--- config.mk ---
export PLATFORM = sky130hd
export DESIGN_NAME = reg_exec_stage
export DESIGN_NICKNAME = d
export VERILOG_FILES = /design/src/rtl/reg_exec_stage.sv
export SDC_FILE = /design/constraint.sdc
export NUM_CORES = 1
export LEC_CHECK = 0
export CAP_MARGIN = 20
export CORE_MARGIN = 3
export CORE_UTILIZATION = 43
export DETAILED_ROUTE_END_ITERATION = 6
export HOLD_SLACK_MARGIN = 0.08
export PLACE_DENSITY_LB_ADDON = 0.3
export SETUP_SLACK_MARGIN = 0.4
export SKIP_CTS_REPAIR_TIMING = 1
export SYNTH_ARGS = -nofsm -noshare
export SYNTH_HDL_FRONTEND = slang
export SYNTH_SLANG_ARGS = --single-unit
--- constraint.sdc ---
create_clock -name clk -period 4.35 [get_ports clk]
set_input_delay 0.87 -clock clk [delete_from_list [all_inputs] [get_ports clk]]
set_output_delay 0.87 -clock clk [all_outputs]
set_load 0.01 [all_outputs]
--- src/rtl/reg_exec_stage.sv ---
// Two-operand execute/writeback stage in front of a register file. A single S1 slot
// handles 1-cycle ALU ops and an iterative shift-add MUL. The WB slot drives the write port.
module reg_exec_stage #(
    parameter int unsigned DataWidth  = 8,
    parameter int unsigned NumRegs    = 16,
    parameter int unsigned IndexWidth = $clog2(NumRegs),
    parameter int unsigned CountWidth = 16
) (
    input  logic                  clk,
    input  logic                  rst,
    input  logic                  instValid,
    output logic                  instReady,
    input  logic [2:0]            instOp,
    input  logic [IndexWidth-1:0] instRd,
    input  logic [IndexWidth-1:0] instRs1,
    input  logic [IndexWidth-1:0] instRs2,
    input  logic [DataWidth-1:0]  instImm,
    output logic [IndexWidth-1:0] readAddr1,
    output logic [IndexWidth-1:0] readAddr2,
    input  logic [DataWidth-1:0]  readData1,
    input  logic [DataWidth-1:0]  readData2,
    output logic                  writeEn,
    output logic [IndexWidth-1:0] writeAddr,
    output logic [DataWidth-1:0]  writeData,
    output logic                  busy,
    output logic [CountWidth-1:0] retiredCount
);

    localparam int unsigned ShW = (DataWidth > 1) ? $clog2(DataWidth) : 1;
    localparam logic [ShW-1:0] CntLast = ShW'(DataWidth - 1);

    localparam logic [2:0] OpAdd = 3'd0;
    localparam logic [2:0] OpSub = 3'd1;
    localparam logic [2:0] OpAnd = 3'd2;
    localparam logic [2:0] OpOr  = 3'd3;
    localparam logic [2:0] OpXor = 3'd4;
    localparam logic [2:0] OpSll = 3'd5;
    localparam logic [2:0] OpLi  = 3'd6;
    localparam logic [2:0] OpMul = 3'd7;

    typedef enum logic [0:0] {StIdle, StMbusy} state_e;

    state_e                state_q, state_d;
    logic                  s1_valid_q, s1_valid_d;
    logic [2:0]            s1_op_q, s1_op_d;
    logic [IndexWidth-1:0] s1_rd_q, s1_rd_d;
    logic [DataWidth-1:0]  s1_a_q, s1_a_d;
    logic [DataWidth-1:0]  s1_b_q, s1_b_d;
    logic [DataWidth-1:0]  acc_q, acc_d;
    logic [ShW-1:0]        cnt_q, cnt_d;
    logic                  wb_valid_q, wb_valid_d;
    logic [IndexWidth-1:0] wb_rd_q, wb_rd_d;
    logic [DataWidth-1:0]  wb_data_q, wb_data_d;
    logic [CountWidth-1:0] retired_q;

    logic                  s1_done;
    logic                  accept;
    logic                  fwd1, fwd2;
    logic [DataWidth-1:0]  s1_result;
    logic [DataWidth-1:0]  op1, op2;

    assign readAddr1 = instRs1;
    assign readAddr2 = instRs2;

    // For MUL, s1_a_q/s1_b_q hold the shifting multiplicand/multiplier.
    always_comb begin
        s1_result = '0;
        case (s1_op_q)
            OpAdd:   s1_result = s1_a_q + s1_b_q;
            OpSub:   s1_result = s1_a_q - s1_b_q;
            OpAnd:   s1_result = s1_a_q & s1_b_q;
            OpOr:    s1_result = s1_a_q | s1_b_q;
            OpXor:   s1_result = s1_a_q ^ s1_b_q;
            OpSll:   s1_result = s1_a_q << s1_b_q[ShW-1:0];
            OpLi:    s1_result = s1_a_q;
            default: s1_result = acc_q + (s1_b_q[0] ? s1_a_q : '0);
        endcase
    end

    assign s1_done   = s1_valid_q && (state_q == StIdle || cnt_q == CntLast);
    assign instReady = !rst && (!s1_valid_q || s1_done);
    assign accept    = instValid && instReady;

    assign fwd1 = s1_done && (s1_rd_q != '0) && (s1_rd_q == instRs1);
    assign fwd2 = s1_done && (s1_rd_q != '0) && (s1_rd_q == instRs2);

    always_comb begin
        op1 = readData1;
        op2 = readData2;
        if (instOp == OpLi) begin
            op1 = instImm;
            op2 = '0;
        end else begin
            if (instRs1 == '0)  op1 = '0;
            else if (fwd1)      op1 = s1_result;
            if (instRs2 == '0)  op2 = '0;
            else if (fwd2)      op2 = s1_result;
        end
    end

    always_comb begin
        state_d    = state_q;
        s1_valid_d = s1_valid_q;
        s1_op_d    = s1_op_q;
        s1_rd_d    = s1_rd_q;
        s1_a_d     = s1_a_q;
        s1_b_d     = s1_b_q;
        acc_d      = acc_q;
        cnt_d      = cnt_q;

        if (state_q == StMbusy && !s1_done) begin
            acc_d  = acc_q + (s1_b_q[0] ? s1_a_q : '0);
            s1_a_d = s1_a_q << 1;
            s1_b_d = s1_b_q >> 1;
            cnt_d  = cnt_q + 1'b1;
        end

        if (accept) begin
            s1_valid_d = 1'b1;
            s1_op_d    = instOp;
            s1_rd_d    = instRd;
            s1_a_d     = op1;
            s1_b_d     = op2;
            acc_d      = '0;
            cnt_d      = '0;
            state_d    = (instOp == OpMul) ? StMbusy : StIdle;
        end else if (s1_done) begin
            s1_valid_d = 1'b0;
            state_d    = StIdle;
        end
    end

    // WB never stalls: it simply captures whatever S1 completes this cycle.
    always_comb begin
        wb_valid_d = s1_done;
        wb_rd_d    = s1_done ? s1_rd_q : wb_rd_q;
        wb_data_d  = s1_done ? s1_result : wb_data_q;
    end

    always_ff @(posedge clk or posedge rst) begin
        if (rst) begin
            state_q    <= StIdle;
            s1_valid_q <= 1'b0;
            s1_op_q    <= '0;
            s1_rd_q    <= '0;
            s1_a_q     <= '0;
            s1_b_q     <= '0;
            acc_q      <= '0;
            cnt_q      <= '0;
            wb_valid_q <= 1'b0;
            wb_rd_q    <= '0;
            wb_data_q  <= '0;
            retired_q  <= '0;
        end else begin
            state_q    <= state_d;
            s1_valid_q <= s1_valid_d;
            s1_op_q    <= s1_op_d;
            s1_rd_q    <= s1_rd_d;
            s1_a_q     <= s1_a_d;
            s1_b_q     <= s1_b_d;
            acc_q      <= acc_d;
            cnt_q      <= cnt_d;
            wb_valid_q <= wb_valid_d;
            wb_rd_q    <= wb_rd_d;
            wb_data_q  <= wb_data_d;
            retired_q  <= retired_q + CountWidth'(writeEn);
        end
    end

    // Writes to r0 are suppressed so the register file bypass never sees them.
    assign writeEn      = wb_valid_q && (wb_rd_q != '0);
    assign writeAddr    = wb_rd_q;
    assign writeData    = wb_data_q;
    assign busy         = s1_valid_q || wb_valid_q;
    assign retiredCount = retired_q;

endmodule

After elaboration in Yosys (flattened, before gate mapping)

Cells that the tools add are included.

Bitwise logic cells: 4
Add/subtract/negate cells: 5
Multiplexer cells: 20
Eq/ne operators: 11
Shifts and indexed selects: 1
Reductions and logical operators: 21
Div/mod/pow operators: 0
Multiply operators: 0
Order comparisons: 0

Operators by type and width:

| operator            | number |
|---|---|
| $mux 8              | 13 |
| $pmux 8 s7          | 1 |
| $eq 3x3->1 const B  | 6 |
| $add 16x1->16       | 1 |
| $add 8x8->8         | 2 |
| $and 8x8->8         | 1 |
| $eq 4x4->1          | 2 |
| $logic_and 1x1->1   | 8 |
| $logic_not 4->1     | 2 |
| $or 8x8->8          | 1 |
| $reduce_bool 4->1   | 2 |
| $shl 8x3->8         | 1 |
| $sub 8x8->8         | 1 |
| $xor 8x8->8         | 1 |
| $eq 3x2->1 const B  | 2 |
| $mux 3              | 2 |
| $mux 1              | 4 |
| $reduce_bool 2->1   | 2 |
| $add 3x1->3 const B | 1 |
| $eq 3x1->1 const B  | 1 |
| $logic_not 1->1     | 3 |
| $logic_not 3->1     | 1 |
| $logic_or 1x1->1    | 3 |
| $not 1->1           | 1 |

Input bits: 42
Memories kept: 0
Bits in writable memories: 0
Logic and storage cells: 74
Latch bits: 0
Bits in registers: 65
Output and inout bits: 39
ROM bits: 0

Depth between registers and ports, before layout

Gate-level depths: netlist of run 1.

Word-level depth: 9
Mapped depth: 13
Gate-level depth less buffers: 12

Worst setup path after synthesis of run 1

Ideal clock, no wire load.

Path type: input to register
Start point: in rst
End point: reg s1_b_q[5]
Library setup time: 0.082 ns
Slack: 0.438 ns
Buffers on the path: 0
Cell stages on the path: 7
Data required time: 4.268 ns
Arrival time: 3.830 ns
Path through: inv_1 -> o21a_4 -> nand2_4 -> or3_4 -> nor3_4 -> or3b_1 -> a31oi_1

Word-level cells in the longest chain between the ends: 4
Elaborated cells between the ends (all ways): 5
Those cells by class: mux (1); reduce/logical (4)

Ends and longest elaborated chain:

| what                                               | line | RTL |
|---|---|---|
| start: declaration                                 | 10   | `input logic rst,` |
| $logic_not 1->1 (no source line) *                 | --   |  |
| $logic_and 1x1->1 *                                | 81   | `assign instReady = !rst && (!s1_valid_q \|\| s1_done);` |
| named net instReady                                | 12   | `output logic instReady,` |
| $logic_and 1x1->1 *                                | 82   | `assign accept = instValid && instReady;` |
| $mux 8 / $reduce_bool 2->1 (equally long branches) | --   |  |
| end signal: assignment                             | 147  | `s1_b_q <= '0;` |
| end signal: assignment                             | 160  | `s1_b_q <= s1_b_d;` |
| end: declaration                                   | 48   | `logic [DataWidth-1:0] s1_b_q, s1_b_d;` |

The timed path passes the listed nets; every way through them passes the cells marked *.
A chain may end at the register's enable or synchronous reset.

Final worst setup path of run 1

Start point: reg s1_op_q[0]
End point: reg s1_a_q[2]

Word-level cells in the longest chain between the ends: 6
Elaborated cells between the ends (all ways): 12
Those cells by class: eq/ne (6); mux (5); reduce/logical (1)

Ends and longest elaborated chain:

| what                                     | line | RTL |
|---|---|---|
| start: declaration                       | 45   | `logic [2:0] s1_op_q, s1_op_d;` |
| start signal: assignment                 | 157  | `s1_op_q <= s1_op_d;` |
| $eq 3x3->1, or another cell as far along | 68   | `case (s1_op_q)` |
| $pmux 8 s7 *                             | 68   |  |
| $mux 8 *                                 | 95   | `else if (fwd1) op1 = s1_result;` |
| $mux 8 *                                 | 94   | `if (instRs1 == '0) op1 = '0;` |
| $mux 8 *                                 | 90   | `if (instOp == OpLi) begin` |
| $mux 8 *                                 | 118  | `if (accept) begin` |
| end signal: assignment                   | 146  | `s1_a_q <= '0;` |
| end signal: assignment                   | 159  | `s1_a_q <= s1_a_d;` |
| end: declaration                         | 47   | `logic [DataWidth-1:0] s1_a_q, s1_a_d;` |

Mark *: on every way between the ends. The rest lies on a longest branch, timed or not.

==> metrics.md, run 1 <==
| Metric | Value |
|---|---|
| DRC errors left | `0` |
| Mapped Cells | `about 540` |
| Post-route cell area | `between 0.005 and 0.006 sq mm` |
| Share of the synthesized area in the top cell type | `around 34%` |
| Final #Nets | `around 690` |
| Synth unique cells | `63` |
| Area leader, netlist | `dfrtp_1` |
| Fill count | `987` |
| Clock Sinks | `65` |
| Number of enable flip-flop cells after synthesis | `0` |
| Max incr delay on CP | `630 ps` |
| RSZ-0062 raised after global routing | `false` |
| Async SR Flop Fraction | `100%` |
| Fin Setup TNS | `0 ps` |
| Max_slew headroom | `32.3%` |
| Clk Latency, worst-skew pair | `about 360 ps` |
| Least-Margin Pin Slew | `between 1000 and 1500 ps` |
| Warnings, synthesis | `0` |
| Crit share post-route | `between 80% and 90%` |
| H-tree lvl count | `3` |
| Vias in the first global route | `4,491` |
| Sequential-to-total area share from yosys stat | `between 30% and 40%` |
| Vias | `4,411` |
| Most used cell, CP | `mux2_2` |
| Cell Area, Placed | `0.00568 sq mm` |
| Area grow syn2layout | `22.3%` |
| Maximum clock frequency | `0.280 GHz` |
| Port buffer count | `80` |
| Buf/Inv on CP | `2` |
| First-pass GRT wire length | `around 24 mm` |
| Core Area | `~0.011 sq mm` |
| Multi-input logic area | `just under 0.003 sq mm` |
| Required @ worst endpoint | `4580 ps` |
| Number of buffers created by CTS | `9` |
| Net Sw Power | `1.12 mW` |
| Setup Viol. Count Final | `0` |
| Vias per inst | `slightly below 6` |
| Max-slew violations | `0` |
| CP top delay family | `compound AO/OA/AOI/OAI gates` |
| CTS tree | `yes` |
| CP Capture Type | `flip-flop` |
| Worst path slowest cell | `dfrtp_1` |
| Comb power frac | `between 40% and 50%` |
| Grt total ovfl | `0` |
| Sw Ratio | `between 40% and 50%` |
| Root Buffer | `clkbuf_8` |
| IO Pins | `81` |
| Status | `complete, no violations` |
| Antenna violations before repair | `0` |
| Top_reg_cell synth | `dfrtp_1` |
| Final RePlAce weighted congestion | `slightly below 1` |
| Clk_skew | `~8.5 ps` |
| Post-synth top cells | `94 x nand2_1, 65 x dfrtp_1, 36 x ha_1, 36 x nor2_1, 33 x a21oi_1` |
| Most frequent cell after synthesis | `nand2_1` |
| Post-DRT Antenna Nets | `0` |
| Syn_nets | `616` |
| Wire per inst | `around 20 um` |
| Startpoint Class | `flip-flop` |
| CTS clk-pin slew, worst paths | `80 ps` |
| Lkg Pwr | `roughly 2.6 nW` |
| Overall Power | `about 2.7 mW` |
| Largest net degree at the start of global routing | `66` |
| Reg power frac | `approximately 34%` |
| Row count | `37` |
| Critical path type | `flip-flop to flip-flop` |
| Hpwl dp | `approximately 11 mm` |
| Maximum Capacitance Violations | `0` |
| Clock Path Buffers | `2` |
| Initial Utilization | `between 40% and 50%` |
| Register area | `approximately 0.0016 sq mm` |
| P per Cell Area | `between 400 and 500 mW/mm^2` |
| P_int | `about 1.6 mW` |
| Worst Path Arrival | `approximately 3800 ps` |
| Max VDD drop | `roughly 0.00030 V` |
| Die Wd | `between 100 and 150 um` |
| Drt pass-1 iters | `4` |
| Critical path cell sequence | `inv_1 -> nor3_1 -> buf_4 -> mux2_2 -> fa_1 -> nor2b_1 -> a2bb2oi_1 -> a32oi_1 -> mux2_2 -> a221oi_1 -> a31oi_1` |
| Ant diodes | `0` |
| Clock power frac | `a little under a fifth` |
| Type of the tightest min-delay check | `flip-flop to flip-flop` |
| Die footprint | `about 0.012 sq mm` |
| DIE HEIGHT | `between 100 and 150 um` |
| DRT iter0 DRCs | `roughly 330` |
| Post-Syn Area | `0.00479 sq mm` |
| Fin crit period | `about 3600 ps` |
| Layout cells sized above 1 | `roughly a tenth` |
| Largest cells by area after synthesis | `dfrtp_1 34%, ha_1 9.4%, nand2_1 7.4%` |
| Seq cells post-synth | `65` |
| Final Hold Violating Endpoints | `0` |
| Detailed Route WL | `between 10 and 15 mm` |
| GRT Util Overall | `roughly a quarter` |
| Worst-path maximum fanout | `15` |
| Post-synthesis average cell area | `roughly 9 sq um` |
## worst paths after layout
path / startpoint / to / slack (ps) / cells after the start
max: s1_op_q[0] / s1_a_q[2] / 780 / 11
max reg2reg: s1_op_q[0] / s1_a_q[2] / 780 / 11
min reg2reg: retiredCount[15] / retiredCount[15] / 480 / 1
min: retiredCount[15] / retiredCount[15] / 480 / 1
max in group asynchronous: rst / writeData[4] / 2650 / 3
min in group asynchronous: rst / s1_op_q[1] / 1150 / 3
## per-layer routing
layer	vias up	track usage [%]	share of wire, %
met5	-	0	0
met4	0	8.76	3.0
met3	39	4.95	7.3
met2	199	39.6	49
met1	2148	29.5	41
li1	2025	-	-
## cell families (layout without fill, tap and decap cells)
| family | count (synthesis) | in the layout | share of synthesized area (%) |
|---|---|---|---|
| DFF | 65 | 65 | 33.9 |
| AOI/OAI and AO/OA | 124 | 124 | 17.6 |
| and+or+nand+nor | 187 | 187 | 18.3 |
| buffers and inverters | 55 | 129 | 5.14 |
| muxes | 27 | 27 | 7.57 |
| adders and majority gates | 38 | 38 | 10.2 |
| xor gates and xnor gates | 40 | 40 | 7.31 |
## placed cells by master (no fill, tap or decap), drive strengths merged, types with 4 or more instances in the layout
cell           netlist  routed
nand2               96      96
clkdlybuf4s50        0      80
dfrtp               65      65
nor2                36      36
ha                  36      36
a21oi               33      33
xnor2               32      32
inv                 24      28
o21ai               22      22
a31oi               16      16
mux2                14      14
nand3               11      11
clkbuf              16       9
xor2                 8       8
buf                 14       8
mux2i                7       7
nand4                6       6
mux4                 6       6
and3                 6       6
a21o                 6       6
nor3                 6       6
and2                 5       5
a211oi               5       5
o31ai                5       5
or2                  5       5
o211ai               5       5
nand2b               5       5
a221oi               4       4
a221o                4       4
nor4                 4       4
## power by group through the flow
stage                     clock network [mW]  logic (mW)  registers, mW
after global routing                   0.529        1.38          0.926
after global placement                     0        1.22          0.909
final                                  0.501        1.26          0.906
after detailed placement                   0        1.25          0.914
after floorplan                            0       0.804          0.884
after CTS                              0.503        1.26          0.904
## stage by stage
stage | hold WS (ps) | utilization (%) | worst slack (ps) | std cells
global route | 509 | 55.3 | 579 | 746
floorplan | 487 | - | 438 | 536
finish | 479 | 55.3 | 782 | 746
CTS | 485 | 55.3 | 830 | 746
detailed placement | 467 | 53.6 | 854 | 730
global placement | 467 | 53.6 | 855 | 730
## layout make-up
cell class / count / share of cell area, %
flip-flops and latches: 65 / 27.7
clock buffers: 9 / 2.11
multi-input cells: 416 / 49.8
repair buffers: 88 / 14.7
inverters: 25 / 1.69
clock inverters: 7 / 1.02
well taps: 136 / 2.90
## state kept, by name (all words and copies together) (netlist names)
| register | flops |
|---|---|
| retiredCount | 16 |
| acc_q | 8 |
| s1_a_q | 8 |
| s1_b_q | 8 |
| writeData | 8 |
| s1_rd_q | 4 |
| writeAddr | 4 |
| cnt_q | 3 |
| s1_op_q | 3 |
| s1_valid_q | 1 |
| state_q | 1 |
| wb_valid_q | 1 |
No activity file was read; power rests on OpenSTA's default activity.
==> inputs of run 2 (changes only) <==
==> constraint.sdc (replaced) <==
create_clock -name clk -period 3.3 [get_ports clk]
set_input_delay 0.66 -clock clk [delete_from_list [all_inputs] [get_ports clk]]
set_output_delay 0.66 -clock clk [all_outputs]
set_load 0.01 [all_outputs]
==> metrics.md, run 2 (synthesized netlist as in run 1, its figures left out) <==
| Metric | Value |
|---|---|
| Status | `complete, no violations` |
| Ant diodes | `0` |
| Final Hold Violating Endpoints | `0` |
| Max FFs per register | `16` |
| Area grow syn2layout | `27.2%` |
| Lkg Pwr | `about 2.7 nW` |
| Finished Core Util | `57.5%` |
| Hold_ws | `around 480 ps` |
| Maximum Capacitance Violations | `0` |
| Fin Setup TNS | `0 ps` |
| DIE HEIGHT | `~110 um` |
| First-pass GRT wire length | `around 24 mm` |
| Sw Ratio | `~41%` |
| Root Buffer | `clkbuf_8` |
| Drt pass-1 iters | `5` |
| CTS clk-pin slew, worst paths | `around 90 ps` |
| Die footprint | `between 0.01 and 0.015 sq mm` |
| Max-slew violations | `0` |
| Clk Latency, worst-skew pair | `between 300 and 400 ps` |
| Vias | `~4,400` |
| Crit share post-route | `between 80 and 90%` |
| Clk_skew | `around 14 ps` |
| Post-route cell area | `0.00610 sq mm` |
| Least-Margin Pin Slew | `between 800 and 900 ps` |
| IO Pins | `81` |
| Fin crit period | `~2800 ps` |
| Worst-path maximum fanout | `5` |
| Die Wd | `112 um` |
| Final RePlAce weighted congestion | `0.968` |
| Clock power frac | `19.4%` |
| Comb power frac | `between 40% and 50%` |
| Core Area | `approximately 0.011 sq mm` |
| CP Capture Type | `flip-flop` |
| RSZ-0062 raised after global routing | `true` |
| Worst Path Arrival | `~3000 ps` |
| Vias per inst | `5.79` |
| Detailed Route WL | `approximately 14 mm` |
| Cell Area, Placed | `0.00578 sq mm` |
| Clock Path Buffers | `2` |
| Most common cell after layout, fill and taps aside | `nand2_1` |
| Maximum clock frequency | `0.352 GHz` |
| DRT iter0 DRCs | `approximately 320` |
| Wire per inst | `19.0 um` |
| Number of buffers created by CTS | `9` |
| Hpwl dp | `10.9 mm` |
| Antenna violations before repair | `0` |
| Final #Nets | `701` |
| P_int | `between 2 and 2.5 mW` |
| GRT Util Overall | `23.5%` |
| Most frequent cells in the layout | `94 x nand2_1, 80 x clkdlybuf4s50_1, 63 x dfrtp_1` |
| Layout cells sized above 1 | `between 10% and 20%` |
| DRC errors left | `0` |
| Clock Sinks | `65` |
| Max_slew headroom | `44.8%` |
| Row count | `37` |
| H-tree lvl count | `3` |
| Grt total ovfl | `0` |
| Post-DRT Antenna Nets | `0` |
| Initial Utilization | `45.2%` |
| Reg power frac | `31.0%` |
| Largest net degree at the start of global routing | `66` |
| P per Cell Area | `610 mW/mm^2` |
| Vias in the first global route | `between 4,000 and 5,000` |
| Type of the tightest min-delay check | `flip-flop to flip-flop` |
| Net Sw Power | `approximately 1.5 mW` |
| Critical path type | `flip-flop to flip-flop` |
| Setup Viol. Count Final | `0` |
| CTS tree | `yes` |
| Port buffer count | `80` |
| Max VDD drop | `a little under 0.0003 V` |
| Required @ worst endpoint | `approximately 3500 ps` |
| Startpoint Class | `flip-flop` |
==> run 2: power by group through the flow <==
stage | clock [mW] | sequential (mW) | combinational [mW]
final | 0.723 | 1.15 | 1.84
after global routing | 0.773 | 1.18 | 2.00
after CTS | 0.734 | 1.15 | 1.74
after detailed placement | 0 | 1.16 | 1.73
after global placement | 0 | 1.15 | 1.69
after floorplan | 0 | 1.17 | 1.06
==> run 2: final cells by class <==
type	count	area (sq um)
Clock buffer	9	124
Clock inverter	7	83.8
Fill cell	930	4500
Inverter	25	103
Multi-Input combinational cell	416	3010
Sequential cell	65	1630
Tap cell	136	170
Timing Repair Buffer	104	985
==> run 2: path summary, 6_finish.rpt <==
path / start / to / slack [ps] / depth (start not counted)
worst min-delay path: retiredCount[15] / retiredCount[15] / 480 / 1
min in group asynchronous: rst / retiredCount[7] / 980 / 3
worst min register to register: retiredCount[15] / retiredCount[15] / 480 / 1
max in group asynchronous: rst / s1_a_q[0] / 1740 / 3
worst max-delay path: s1_b_q[0] / s1_a_q[2] / 460 / 10
worst max register to register: s1_b_q[0] / s1_a_q[2] / 460 / 10
==> run 2: worst max-delay path, cell delays in order (launching register included) <==
cell,delay (ps)
dfrtp_2,420
inv_1,80
ha_1,280
mux2_2,290
fa_1,440
nor2b_2,190
a2bb2oi_1,200
a32oi_1,180
mux2_2,300
a221oi_1,260
a31oi_1,60
==> run 2: layer usage <==
layer,global-route usage [%],wire (um)
met5,0,0
met4,7.87,448
met3,4.08,889
met2,39.2,6930
met1,30.9,6170
==> run 2: metrics by stage <==
stage          power, mW  worst slack (ps)  instances
6_report            3.72               458        762
5_1_grt             3.96               348        762
4_1_cts             3.62               326        758
3_5_place_dp        2.89               358        742
3_3_place_gp        2.85               407        742
2_1_floorplan       2.23               390        536
